<file path="config.mk">
export PLATFORM = sky130hd
export DESIGN_NAME = trap_ctrl
export DESIGN_NICKNAME = d
export VERILOG_FILES = /design/src/rtl/trap_ctrl.sv
export SDC_FILE = /design/constraint.sdc
export NUM_CORES = 1
export LEC_CHECK = 0
export ABC_AREA = 1
export CORE_ASPECT_RATIO = 1.5
export CORE_UTILIZATION = 35
export DETAILED_ROUTE_END_ITERATION = 10
export PLACE_DENSITY = 0.73
export SYNTH_ARGS = -nofsm -noshare
export SYNTH_HDL_FRONTEND = slang
export SYNTH_SLANG_ARGS = --single-unit
</file>
<file path="constraint.sdc">
create_clock -name clk -period 1.9 [get_ports clk]
set_input_delay 0.475 -clock clk [delete_from_list [all_inputs] [get_ports clk]]
set_output_delay 0.475 -clock clk [all_outputs]
set_load 0.05 [all_outputs]
</file>
<file path="src/rtl/trap_ctrl.sv">
// trap_ctrl: multi-cycle trap/mret sequencer for the RV32I core.
//   On an exception or an enabled interrupt it flushes the pipeline, writes
//   mepc, mcause and mstatus over a dedicated CSR port, then redirects fetch
//   to mtvec. On mret it restores mstatus and redirects fetch to mepc.
//   Optional macro TRAP_VECTORED_EN enables vectored interrupt targets
//   (mtvec[1:0]==2'b01).
// Ports:
//   clk, rst_n                        clock, asynchronous active-low reset
//   ex_valid, ex_pc                   EX stage instruction valid and PC
//   ex_invalid, ex_ecall, ex_mret     decoder flags for the EX instruction
//   irq_ext                           asynchronous external interrupt level
//   irq_timer                         synchronous timer interrupt level
//   mstatus, mie, mtvec, mepc         current CSR file state
//   csr_trap_we/addr/wdata            dedicated CSR write port
//   flush, stall                      pipeline control
//   redirect_valid, redirect_pc       fetch redirect
//   busy                              sequencer not idle
module trap_ctrl #(
   parameter int XLEN            = 32,
   parameter int IRQ_SYNC_STAGES = 2
) (
   input  logic            clk,
   input  logic            rst_n,
   input  logic            ex_valid,
   input  logic [XLEN-1:0] ex_pc,
   input  logic            ex_invalid,
   input  logic            ex_ecall,
   input  logic            ex_mret,
   input  logic            irq_ext,
   input  logic            irq_timer,
   input  logic [XLEN-1:0] mstatus,
   input  logic [XLEN-1:0] mie,
   input  logic [XLEN-1:0] mtvec,
   input  logic [XLEN-1:0] mepc,
   output logic            csr_trap_we,
   output logic [11:0]     csr_trap_addr,
   output logic [XLEN-1:0] csr_trap_wdata,
   output logic            flush,
   output logic            stall,
   output logic            redirect_valid,
   output logic [XLEN-1:0] redirect_pc,
   output logic            busy
);

   typedef enum logic [2:0] {IDLE, T_MEPC, T_MCAUSE, T_MSTATUS, R_MSTATUS, REDIRECT} state_t;

   localparam logic [XLEN-1:0] INT_BIT = {1'b1, {(XLEN-1){1'b0}}};

   state_t                     state, state_nx;
   logic [IRQ_SYNC_STAGES-1:0] sync;
   logic [XLEN-1:0]            pc_q, cause_q, mstatus_q, mtvec_q, mepc_q;
   logic                       mret_q;
   logic                       irq_s, irq_e, irq_t, trap_any, take_trap, take_mret;
   logic [XLEN-1:0]            cause, ms_trap, ms_mret, tvec_base, trap_pc;
   logic                       unused_bits;

   assign irq_s     = sync[IRQ_SYNC_STAGES-1];
   assign irq_e     = mstatus[3] & mie[11] & irq_s;
   assign irq_t     = mstatus[3] & mie[7] & irq_timer;
   assign trap_any  = ex_invalid | ex_ecall | irq_e | irq_t;
   assign take_trap = (state == IDLE) & ex_valid & trap_any;
   assign take_mret = (state == IDLE) & ex_valid & ex_mret & ~trap_any;
   assign cause     = ex_invalid ? XLEN'(2) :
                      ex_ecall   ? XLEN'(11) :
                      irq_e      ? (INT_BIT | XLEN'(11)) : (INT_BIT | XLEN'(7));
   assign tvec_base = {mtvec_q[XLEN-1:2], 2'b00};

`ifdef TRAP_VECTORED_EN
   // Vectored only for interrupts; mode values 2 and 3 fall back to direct.
   assign trap_pc = (mtvec_q[1:0] == 2'b01 && cause_q[XLEN-1]) ?
                    tvec_base + {cause_q[XLEN-3:0], 2'b00} : tvec_base;
`else
   assign trap_pc = tvec_base;
`endif

   assign unused_bits = ^{mie[XLEN-1:12], mie[10:8], mie[6:0], mtvec_q[1:0], pc_q[1:0], mepc_q[1:0]};

   always_comb begin
      ms_trap        = mstatus_q;
      ms_trap[12:11] = 2'b11;
      ms_trap[7]     = mstatus_q[3];
      ms_trap[3]     = 1'b0;
      ms_mret        = mstatus_q;
      ms_mret[12:11] = 2'b11;
      ms_mret[7]     = 1'b1;
      ms_mret[3]     = mstatus_q[7];
   end

   always_comb begin
      state_nx = take_trap ? T_MEPC : take_mret ? R_MSTATUS : IDLE;
      case (state)
         T_MEPC:    state_nx = T_MCAUSE;
         T_MCAUSE:  state_nx = T_MSTATUS;
         T_MSTATUS: state_nx = REDIRECT;
         R_MSTATUS: state_nx = REDIRECT;
         REDIRECT:  state_nx = IDLE;
         default:   ;
      endcase
   end

   always_ff @(posedge clk or negedge rst_n) begin
      if (!rst_n) begin
         state     <= IDLE;
         sync      <= '0;
         pc_q      <= '0;
         cause_q   <= '0;
         mstatus_q <= '0;
         mtvec_q   <= '0;
         mepc_q    <= '0;
         mret_q    <= 1'b0;
      end else begin
         state <= state_nx;
         sync  <= {sync[IRQ_SYNC_STAGES-2:0], irq_ext};
         if (take_trap || take_mret) begin
            pc_q      <= ex_pc;
            cause_q   <= cause;
            mstatus_q <= mstatus;
            mtvec_q   <= mtvec;
            mepc_q    <= mepc;
            mret_q    <= take_mret;
         end
      end
   end

   always_comb begin
      busy           = state != IDLE;
      flush          = busy;
      stall          = busy;
      redirect_valid = state == REDIRECT;
      redirect_pc    = redirect_valid ? (mret_q ? {mepc_q[XLEN-1:2], 2'b00} : trap_pc) : '0;
      csr_trap_we    = state inside {T_MEPC, T_MCAUSE, T_MSTATUS, R_MSTATUS};
      csr_trap_addr  = state == T_MEPC   ? 12'h341 :
                       state == T_MCAUSE ? 12'h342 :
                       csr_trap_we       ? 12'h300 : 12'h000;
      csr_trap_wdata = state == T_MEPC    ? {pc_q[XLEN-1:2], 2'b00} :
                       state == T_MCAUSE  ? cause_q :
                       state == T_MSTATUS ? ms_trap :
                       state == R_MSTATUS ? ms_mret : '0;
   end

endmodule

</file>
==> results of run 1 <==
metal layers:
layer  vias up  routed length [um]
met5         -                   0
met2       195                9930
li1       2834                   -
met1      2797                7400
met3        23                1130
met4         0                 422
what timing repair did:
item                                    in CTS  in global routing
resized for setup                           78                 24
setup buffers                               10                  3
hold endpoints to repair                    38                  0
cloned                                       2                  1
pin swaps                                    7                  5
hold buffers                                 1                  0
endpoints found under the setup margin      72                 95
cells in the mapped netlist:
cell type	instances
nor3_1	2
clkbuf_1	11
buf_6	8
buf_1	1
inv_1	16
buf_2	28
a21oi_1	32
o21ai_1	1
o211ai_1	1
a22o_1	25
nand2_1	335
o21ai_0	2
conb_1	1
nor2_1	1
buf_4	21
nand2_2	1
dfrtp_1	131
nor2_2	2
nand3_1	133
state kept, by name, indices dropped and copies added, names as in the netlist:
register   cells
mepc_q        30
mstatus_q     30
mtvec_q       30
state          3
pc_q          30
sync           2
cause_q        5
mret_q         1
power by group through the flow:
stage               Sequential, uW  Clock [uW]  Combinational, uW
floorplan                     4690           0               5690
global placement              4820           0               9370
detailed placement            4870           0               9470
CTS                           4960        3610              10400
global route                  5170        3750              11300
finish                        5010        3550              10600
how the worst max path moves through the flow:
| stage | from | end | slack (ps) |
|---|---|---|---|
| after floorplan | state[1]$_DFF_PN0_ | redirect_pc[22] | -210 |
| after global routing | state[0]$_DFF_PN0_ | csr_trap_wdata[23] | -410 |
| after detailed placement | mstatus[3] | mepc_q[11]$_DFFE_PN0P_ | -320 |
| after CTS | state[0]$_DFF_PN0_ | csr_trap_wdata[0] | -350 |
| final | state[0]$_DFF_PN0_ | csr_trap_wdata[23] | -350 |
| after global placement | mstatus[3] | mepc_q[16]$_DFFE_PN0P_ | -240 |
critical path: cells and delay by family, from the launching register on:
family                 cells  cell delay [ps]
AO/OA/AOI/OAI              1              230
buffers and inverters      3              430
flip-flops                 1              460
AND/OR/NAND/NOR            3              250
cells by family (layout without fill, tap and decap cells):
logic type	after synthesis	after routing	synth area share, %
AOI/OAI and AO/OA	61	61	6.55
buffers and inverters	85	296	8.04
DFF	131	131	53.5
other	1	10	0.0612
and+or+nand+nor	474	474	31.9
area by class of cell:
cell class              count  area share, %
flip-flops and latches    131           32.4
repair buffers            250           30.2
multi-input cells         544           27.8
clock buffers              17           4.20
well taps                 210           2.60
clock inverters            13           2.08
inverters                  16          0.618
diodes                      1         0.0247
through the flow:
step / cells / utilization [%] / worst slack [ps] / hold slack [ps] / setup TNS (ps)
after floorplan: 760 / - / -213 / 179 / -6450
after global placement: 1136 / 52.2 / -245 / 334 / -16850
after detailed placement: 1136 / 52.2 / -321 / 338 / -21860
after CTS: 1178 / 58.8 / -347 / 352 / -18670
after global routing: 1181 / 59.6 / -413 / 357 / -23740
final: 1182 / 59.6 / -349 / 349 / -19410
==> metrics.cfg, run 1 <==
[clock_network]
root_buffer = clkbuf_16
cts_tree = built
clock_latency_ps = 410
numCtsBuffers = 17
clockBufferDepth = 2
clk_pin_slew_ps = 60
cts_max_level = 4
cts_sinks = 131

[floorplanning]
die_area_mm2 = 0.0181
pin_count = 249
rows = 58
core-area_mm2 = 0.0170
dieHeight_um = 164
initial_core_util_pct = 36.1
die_x_um = 110

[timing]
worst_slack_ps = -349
rsz0062_at_grt = yes
max_clock_freq_ghz = 0.445
fin_worst_skew_ps = 11.0
finalSetupViolCount = 72
drv_slew = 0
hold_viol = 0
post-route-period-util_pct = 118
period_minus_slack_ps = 2250

[worst_hold_path]
holdPathEnd = sync[1]$_DFF_PN0_
hold-path-cell-count = 0
hp-start = sync[0]$_DFF_PN0_
min_path_type = flip-flop to flip-flop

[power_and_ir_drop]
p_sw_uw = 7890
p_comb_share_pct = 55.3
p_int_uw = 11300
vdd_drop_max_mv = 1.43
pwr-share-seq_pct = 26.2
power.density_mw_per_mm2 = 1890
power_frac_clock_pct = 18.6
p_leak_uw = 0.00497
swShare_pct = 41.2
power_uw = 19100

[yosys]
ys_seq_elements = 131
ys_warn_count = 0
synthTopCellsByArea = dfrtp_1 53%, nand2_1 21%, nand3_1 11%
yosysSeqAreaShare_pct = 53.5
syn_area_mm2 = 0.00613
syn_avg_cell_area_um2 = 8.15
synthCells = 752
synth.distinct_cells = 19
yosysTopAreaCellShare_pct = 53.5
yosysTopAreaCell = dfrtp_1

[global_routing]
busiest_layer = met2
antenna_found_initial = 0
globalRouteMet3Util_pct = 5.16
grt_use_total_pct = 21.2
grt_pass1_vias = 5874
grt_use_met1_pct = 22.9
grt_overflow = 0
grt_pass1_wl_mm = 29.0
use_met2_pct = 38.1
grt_start_max_net_pins = 74

[critical_path]
end_kind = primary output
cpMostUsedCell = buf_12
start_kind = flip-flop
crit_fanout = 10
path_cells = nor2_4 > nand2_2 > nand2_4 > buf_12 > buf_16 > a22o_4 > buf_12
ff2ff_setup_slack_ps = 170
crit_path_max_incr_delay_ps = 460
crit_arrival_ps = 1770
reg2reg_to = mepc_q[6]$_DFFE_PN0P_
reg2reg_depth = 9
slowest_stage = dfrtp_2
required_ps = 1420
r2r_start = state[0]$_DFF_PN0_
critPathKind = flip-flop to primary output

[placed_design]
place_area_mm2 = 0.00887
dp_hpwl_mm = 12.2
place_congestion = 0.791
io_buffers = 201

[layout]
fill_cells = 1437
fin_nets = 1128
mostFrequentLayoutCells = 316 x nand2_1, 129 x nand3_1, 128 x dfrtp_1, 128 x clkdlybuf4s50_1, 56 x buf_12
syn_to_final_growth_pct = 65.1
stdcell_area_mm2 = 0.0101
seq_area_mm2 = 0.00328
multi_input_area_mm2 = 0.00282
drive_above_1_share_pct = 23.7
mostFrequentLayoutCell = nand2_1

[run]
max-cap-violations = 0

[run_status]
violations = setup timing
status = finished, violations left

[drt]
drt_iter0_markers = 249
drc = 0
ant_nets = 0
wire_per_inst_um = 16.0
vias = 5849
via_per_inst = 4.95
dr.pass1.iters = 4
drt_wl_total_mm = 18.9

(Power assumes the default switching activity.)
==> run 2: changes to the inputs <==
==> constraint.sdc (replaced) <==
create_clock -name clk -period 1.9 [get_ports clk]
set_input_delay 0.285 -clock clk [delete_from_list [all_inputs] [get_ports clk]]
set_output_delay 0.285 -clock clk [all_outputs]
set_load 0.05 [all_outputs]
==> run 2 against run 1 <==
Compared with the run above:
- the flow still finishes with violations (setup timing)
- hold slack worse by 42 ps
- sequential power down 2%
- critical path type unchanged
- utilization down 0.95 points
- non-clock buffer count up 4
- largest power group unchanged
- design area down 1.6%
- flip-flop and latch count unchanged
- combinational power about the same
- first-iteration DRC count up 8.0%
==> metrics.cfg, run 2 (synthesis gave the netlist of run 1 again) <==
[run_status]
status = finished, violations left
violations = setup timing

[drt]
wire_per_inst_um = 15.4
drt_iter0_markers = 269
drc = 0
ant_nets = 0
dr.pass1.iters = 4
drt_wl_total_mm = 18.3
via_per_inst = 4.84
vias = 5755

[clock_network]
numCtsBuffers = 17
root_buffer = clkbuf_16
clock_latency_ps = 420
clk_pin_slew_ps = 60
cts_tree = built
clockBufferDepth = 2
cts_max_level = 4
cts_sinks = 131

[floorplanning]
pin_count = 249
die_area_mm2 = 0.0181
die_x_um = 110
rows = 58
core-area_mm2 = 0.0170
initial_core_util_pct = 36.1
dieHeight_um = 164

[layout]
mostFrequentLayoutCell = nand2_1
drive_above_1_share_pct = 21.7
fin_nets = 1132
mostFrequentLayoutCells = 323 x nand2_1, 130 x nand3_1, 129 x dfrtp_1
syn_to_final_growth_pct = 62.5

[placed_design]
dp_hpwl_mm = 11.9
place_congestion = 0.799
io_buffers = 201
place_ws_ps = 12.3

[critical_path]
required_ps = 1620
reg2reg_depth = 9
slowest_stage = dfrtp_2
critPathKind = flip-flop to primary output
cpMostUsedCell = buf_12
path_cells = inv_2 > nor3_4 > buf_6 > buf_12 > buf_4 > a22o_4 > buf_12
start_kind = flip-flop
crit_buf_inv = 5
crit_arrival_ps = 1820
crit_fanout = 6
end_kind = primary output
critPathTopFamily = buffers and inverters
ff2ff_setup_slack_ps = 130
r2r_start = state[1]$_DFF_PN0_
reg2reg_to = mtvec_q[24]$_DFFE_PN0P_
crit_path_max_incr_delay_ps = 460

[timing]
hold_viol = 0
fin_worst_skew_ps = 8.70
holdWs_ps = 307
drv_slew = 0
period_minus_slack_ps = 2110
worst_slack_ps = -208
rsz0062_at_grt = yes
finalSetupViolCount = 66
max_clock_freq_ghz = 0.474
post-route-period-util_pct = 111

[power_and_ir_drop]
p_leak_uw = 0.00487
power.density_mw_per_mm2 = 1860
vdd_drop_max_mv = 1.39

[worst_hold_path]
hp-start = irq_ext
hold-path-cell-count = 1
min_path_type = input pin to flip-flop
holdPathEnd = sync[0]$_DFF_PN0_

[global_routing]
grt_start_max_net_pins = 69
grt_overflow = 0
grt_pass1_vias = 5790
grt_pass1_wl_mm = 29.0
grt_use_total_pct = 21.3
antenna_found_initial = 2

[run]
max-cap-violations = 0

-- run 2: changes by cell type in the layout (fill, tap and decap cells not counted), sizes merged --
cell / delta
clkinv: -2
inv: +2
clkinvlp: +4
bufinv: -3
buf: +5
-- run 2: how the worst max path moves through the flow --
stage / from / depth (start not counted) / to / slack [ps]
after floorplan: state[1]$_DFF_PN0_ / 4 / redirect_pc[22] / -20
after global placement: mstatus[3] / 8 / mepc_q[24]$_DFFE_PN0P_ / 30
after detailed placement: mstatus[3] / 8 / mtvec_q[24]$_DFFE_PN0P_ / 10
after CTS: state[2]$_DFF_PN0_ / 7 / csr_trap_wdata[26] / -200
after global routing: state[2]$_DFF_PN0_ / 7 / csr_trap_addr[6] / -280
final: state[0]$_DFF_PN0_ / 7 / csr_trap_wdata[9] / -210
-- run 2: report_power, final --
| group | switching (uW) | leakage, uW | internal [uW] | total (uW) |
|---|---|---|---|---|
| clock network | 1280 | 0.000270 | 1950 | 3220 |
| logic | 5740 | 0.00298 | 4700 | 10400 |
| registers | 785 | 0.00162 | 4120 | 4910 |
-- run 2: timing repair --
item	4_1_cts	5_1_grt
endpoints found under the setup margin	67	89
resized for setup	40	39
hold buffers	1	0
endpoints found under the hold margin	39	0
buffers inserted	12	5
cloned	3	0
pin swaps	8	2
-- run 2: layout make-up --
cell class / instances / area [um^2]
clock buffer: 18 / 429
timing repair buffer: 254 / 3090
tap: 210 / 263
multi-input combinational: 544 / 2680
sequential: 131 / 3280
inverter: 16 / 63.8
clock inverter: 14 / 155
fill: 1471 / 7020
antenna: 1 / 2.50
-- run 2: through the flow --
step | util (%) | TNS [ps] | area (um^2) | total power, uW | instances
6_report | 58.7 | -7130 | 9960 | 18600 | 1188
5_1_grt | 58.7 | -11350 | 9960 | 19700 | 1188
4_1_cts | 57.7 | -8230 | 9800 | 18500 | 1183
3_5_place_dp | 52.0 | 0 | 8830 | 14300 | 1136
3_3_place_gp | 52.0 | 0 | 8830 | 14200 | 1136
2_1_floorplan | - | -658 | 6190 | 10200 | 760
-- run 2: routing by layer --
metal / wire, um / up-vias / GRT usage, % / part of all wire [%]
li1: - / 2838 / - / -
met3: 1240 / 24 / 6.35 / 6.8
met1: 7090 / 2697 / 23.6 / 39
met4: 371 / 0 / 7.58 / 2.0
met5: 0 / - / 0 / 0
met2: 9620 / 196 / 37.8 / 53
